$ cat config.mk
export PLATFORM = sky130hd
export DESIGN_NAME = instr_queue
export DESIGN_NICKNAME = d
export VERILOG_FILES = /design/src/rtl/core_pkg.sv /design/src/rtl/instr_queue.sv
export SDC_FILE = /design/constraint.sdc
export NUM_CORES = 1
export LEC_CHECK = 0
export ABC_AREA = 1
export ABC_CLOCK_PERIOD_IN_PS = 1800
export CAP_MARGIN = 40
export CORE_UTILIZATION = 51
export CTS_CLUSTER_DIAMETER = 120
export CTS_CLUSTER_SIZE = 8
export DETAILED_ROUTE_END_ITERATION = 10
export GPL_ROUTABILITY_DRIVEN = 0
export PLACE_DENSITY = 0.76
export SLEW_MARGIN = 25
export SYNTH_ARGS = -nofsm -noshare
export SYNTH_HDL_FRONTEND = slang
export SYNTH_SLANG_ARGS = --single-unit
$ cat constraint.sdc
create_clock -name clk -period 1.8 [get_ports clk]
set_input_delay 0.36 -clock clk [delete_from_list [all_inputs] [get_ports clk]]
set_output_delay 0.36 -clock clk [all_outputs]
set_load 0.1 [all_outputs]
$ cat src/rtl/core_pkg.sv
// Shared definitions for the fetch/decode front end.
//   NOP_INSTR   : canonical RV32I NOP (addi x0, x0, 0) presented when no
//                 instruction is available.
//   fetch_pkt_t : one fetched instruction together with its PC.
package core_pkg;

  localparam logic [31:0] NOP_INSTR = 32'h00000013;

  typedef struct packed {
    logic [31:0] instr;
    logic [31:0] pc;
  } fetch_pkt_t;

endpackage : core_pkg

$ cat src/rtl/instr_queue.sv
// instr_queue: decoupling FIFO between fetch and decode.
// Buffers up to DEPTH {instr, pc} pairs with first-word fall-through head
// outputs. A taken branch from execute (e_b_taken) empties the queue.
//
// Ports:
//   clk       : clock, all state changes on the rising edge
//   reset     : asynchronous active-low reset
//   f_valid   : fetch presents a valid instr/pc pair
//   f_instr   : instruction word from fetch
//   f_pc      : PC of f_instr
//   f_ready   : queue can accept a push (not full); fetch PC enable
//   e_b_taken : flush request from execute
//   d_ready   : decode consumes the head entry
//   d_valid   : head entry is valid (not empty)
//   d_instr   : head instruction, NOP when empty
//   d_pc      : head PC, 0 when empty
//   count     : current occupancy, 0..DEPTH
module instr_queue
  import core_pkg::*;
#(
  parameter int DEPTH = 4,
  parameter int CNT_W = $clog2(DEPTH) + 1
) (
  input  logic             clk,
  input  logic             reset,
  input  logic             f_valid,
  input  logic [31:0]      f_instr,
  input  logic [31:0]      f_pc,
  output logic             f_ready,
  input  logic             e_b_taken,
  input  logic             d_ready,
  output logic             d_valid,
  output logic [31:0]      d_instr,
  output logic [31:0]      d_pc,
  output logic [CNT_W-1:0] count
);

  localparam int PTR_W = $clog2(DEPTH);

  fetch_pkt_t       mem [DEPTH];
  logic [PTR_W-1:0] wr_ptr;
  logic [PTR_W-1:0] rd_ptr;
  logic [CNT_W-1:0] cnt;
  logic             push;
  logic             pop;

  // All outputs derive from registered state only; there is no bypass from
  // f_* to d_*, so an empty queue always shows the NOP/0 head.
  assign f_ready = (cnt != CNT_W'(DEPTH));
  assign d_valid = (cnt != '0);
  assign count   = cnt;
  assign d_instr = d_valid ? mem[rd_ptr].instr : NOP_INSTR;
  assign d_pc    = d_valid ? mem[rd_ptr].pc    : 32'h0;

  // A flush discards any push or pop requested in the same cycle.
  assign push = f_valid && f_ready && !e_b_taken;
  assign pop  = d_valid && d_ready && !e_b_taken;

  // Pointers and occupancy. Pointers are exactly PTR_W bits wide, so the
  // increment from DEPTH-1 wraps to 0 naturally (DEPTH is a power of two).
  always_ff @(posedge clk or negedge reset) begin
    if (!reset) begin
      wr_ptr <= '0;
      rd_ptr <= '0;
      cnt    <= '0;
    end else if (e_b_taken) begin
      wr_ptr <= '0;
      rd_ptr <= '0;
      cnt    <= '0;
    end else begin
      if (push) wr_ptr <= wr_ptr + PTR_W'(1);
      if (pop)  rd_ptr <= rd_ptr + PTR_W'(1);
      case ({push, pop})
        2'b10:   cnt <= cnt + CNT_W'(1);
        2'b01:   cnt <= cnt - CNT_W'(1);
        default: cnt <= cnt;
      endcase
    end
  end

  // Storage is cleared on reset so stale contents never reappear.
  always_ff @(posedge clk or negedge reset) begin
    if (!reset) begin
      for (int i = 0; i < DEPTH; i++) mem[i] <= '0;
    end else if (push) begin
      mem[wr_ptr] <= '{instr: f_instr, pc: f_pc};
    end
  end

endmodule : instr_queue

==> summary.txt <==
Critical path
  – CP Capture Type: output pin
  – Max Fanout on Critical Path: 8
  – R2R depth: 13
  – CP startpoint kind: flip-flop
  – Reg2reg end: mem[213]
  – CP Capture Point: d_instr[4]
  – Worst Setup SP: rd_ptr[0]
  – Reg2Reg Launch Point: count[1]
  – WS Path Type: flip-flop to output pin
  – Flop2flop setup slack: -0.33 ns
  – Crit path required time: 1.44 ns
  – WP data arrival: 2.18 ns

Synthesis
  – Xor-xnor portion of the synthesized cell area: 0.0694%
  – Library cells used by synthesis: 27
  – Post-Synth Simple-Gate Area: 16.7%
  – Number of synthesized register bits: 263
  – Adder-cell share of the synthesized area: 0.556%
  – Mux share of post-synthesis cell area: 0%
  – Largest family of logic cells by synthesized area: compound AO/OA/AOI/OAI gates
  – Post-Syn Instances: 1,443
  – Post-synthesis net count: 1,517
  – Compound-Gate Fraction of Synth Area: 21.7%
  – Mapped Area: 0.0126 mm2
  – Post-synthesis average cell area: 8.74 um2
  – Synth warn: 0
  – Sequential cell area fraction in the yosys report: 52.2%

Global routing
  – Global route overflow: 0
  – Total GRT Usage: 27.2%
  – First-pass GRT wire length: 55.3 mm
  – Initial antenna violation count: 1
  – Vias in the first global route: 10,800
  – Largest net degree at the start of global routing: 58

Place
  – Placed Area: 0.0162 mm2
  – PortBufs: 137
  – Dpl cells: 1,867
  – HPWL Detailed: 19.5 mm
  – Pre-CTS WS: -0.342 ns

Floorplanning
  – Die W: 159 um
  – Core area: 0.0243 mm2
  – DIE AREA: 0.0254 mm2
  – Cell Rows: 57
  – Starting Density: 51.9%
  – Die H: 159 um
  – I/O pin cnt: 138

CTS
  – CTS tree: built
  – Cts bufs inserted: 38
  – CTS H-tree lvls: 2
  – CTS Buffer Depth: 3
  – Worst-Skew Late Latency: 0.53 ns
  – # clock sinks: 263
  – CTS Root Cell: clkbuf_16
  – Clock-pin transition on the worst setup and hold timing paths: 0.05 ns

Power and ir drop
  – Leakage: 9.02 nW
  – Sw frac: 49.3%
  – Peak supply drop: 2.20 mV
  – P_int: 23.7 mW
  – Pwr per Cell Area: 2270 mW/mm2
  – Tot Pwr: 46.8 mW
  – Sequential cell fraction of total power: 23.5%
  – Combinational power share: 62.3%
  – Clock Power Share: 14.1%
  – Sw Pwr: 23.1 mW

Cells and area
  – Proportion of layout cells with a drive suffix above 1: 46.7%
  – Multi-input logic area: 0.00726 mm2
  – Fillers: 1,011
  – Register area: 0.00660 mm2
  – Post-route cell area: 0.0206 mm2
  – Finished Layout Cells: 2,014
  – Nets@finish: 1,758
  – Post-layout util: 84.9%
  – Syn-to-layout area delta: 63.6%

Flow run
  – Max Cap Viol: 0

Timing
  – Max-slew headroom at the worst pin: 43.4%
  – Worst Setup Slack, final: -0.740 ns
  – Setup TNS: -90.89 ns
  – Slew @ Worst Pin: 0.849 ns
  – RSZ-0062 raised after global routing: true
  – Post-route clock period utilization: 141%
  – Fmax: 0.394 GHz
  – Final min period: 2.54 ns
  – Clk_skew: 0.0201 ns
  – Final Slew Violations: 0
  – Final setup viols: 325
  – Worst hold slack: 0.325 ns
  – Final Hold Fails: 0

Status
  – Status: finished with violations
  – Failing checks: negative setup slack

Detailed routing
  – Iteration count of the initial detailed-routing pass: 8
  – Antenna Violating Nets Remaining: 0
  – Vias per inst: 6.42
  – Initial DRC Count: 1,473
  – Average wire per standard cell: 26.2 um
  – Vias after detailed routing: 12,900
  – Total Wirelength: 52.8 mm
  – DRC Markers: 0

Min path
  – Worst min path class: primary input to async pin
registers in the layout, indices dropped and copies added, names as in the netlist:
register,flops
count,3
wr_ptr,2
mem,256
rd_ptr,2
cells in the final DEF, fill, tap and decap left out, types with 2 or more instances in the layout:
cell type and n:
a21oi_1 2, a21oi_4 61, buf_12 110, buf_16 18, buf_4 29, buf_6 27, buf_8 6, clkbuf_1 4
clkbuf_16 80, clkdlybuf4s50_1 67, dfrtp_1 258, dfrtp_4 4, ha_1 4, inv_1 69, inv_2 2, nand2_1 123
nand2_2 65, nand2_4 87, nand2_8 12, nor2_1 226, nor2_2 24, nor2_4 9, o21ai_0 11, o21ai_1 134
o21ai_2 239, o311ai_4 3
cells in the mapped netlist (all sizes together):
cell type	count	area, um2
fa	1	20.0
xnor2	1	8.76
a21boi	1	11.3
inv	73	274
nand3	2	10.0
o311ai	3	26.3
nand4	1	6.26
a21oi	63	315
clkinv	1	3.75
ha	4	50.1
buf	75	699
nand2	280	1090
nor2	260	995
clkbuf	30	133
dfrtp	263	6580
o21ai	385	2390
routing by layer:
metal | GRT usage, % | vias up | share of wire, %
li1 | - | 5205 | -
met1 | 35.5 | 6248 | 34
met2 | 46.1 | 1092 | 46
met3 | 4.69 | 384 | 12
met4 | 8.78 | 0 | 7.6
met5 | 0 | - | 0
how the worst min path moves through the flow:
stage                     startpoint        to  slack [ns]  cells past startpoint
after global placement         reset  mem[246]        0.28                      1
final                          reset  mem[159]        0.33                      2
after floorplan                reset    mem[0]        0.06                      0
after global routing           reset  mem[123]        0.36                      2
after detailed placement       reset  mem[182]        0.28                      1
after CTS                      reset  mem[123]        0.35                      2
final cells by class:
cell class | instances | share of cell area [%]
antenna | 1 | 0.0121
clock buffer | 45 | 5.04
inverter | 74 | 1.52
multi-input combinational | 1008 | 35.2
sequential | 263 | 32.0
tap | 324 | 1.96
timing repair buffer | 298 | 24.2
timing repair inverter | 1 | 0.0788
power groups by stage:
stage	Combinational [mW]	Sequential (mW)	Clock [mW]
floorplan	16.7	9.85	0
global placement	24.0	9.85	0
detailed placement	24.3	9.96	0
CTS	25.6	10.1	6.44
global route	30.1	11.2	6.83
finish	29.2	11.0	6.63
repair_timing:
| action | 4_1_cts | 5_1_grt |
|---|---|---|
| buffers inserted | 8 | 21 |
| pin swaps | 30 | 38 |
| endpoints found under the setup margin | 77 | 292 |
| endpoints found under the hold margin | 35 | 0 |
| hold buffers | 1 | 0 |
| resized for setup | 157 | 380 |
| cloned | 7 | 67 |
critical path, cell delays in order, from the launching register on:
cell and delay, ns:
dfrtp_4 0.55, inv_8 0.12, bufbuf_16 0.29, nor2_1 0.05, nor2_1 0.14, o21ai_1 0.15, o311ai_4 0.12, buf_12 0.22
cell families (layout without fill, tap and decap cells):
family	after synthesis	in the layout
XOR/XNOR	1	1
AO/OA/AOI/OAI	452	452
flip-flops	263	263
buffers and inverters	179	418
adder cells (fa/ha/maj)	5	5
other	0	1
AND/OR/NAND/NOR	543	550
Power figures use the tool's default switching activity.
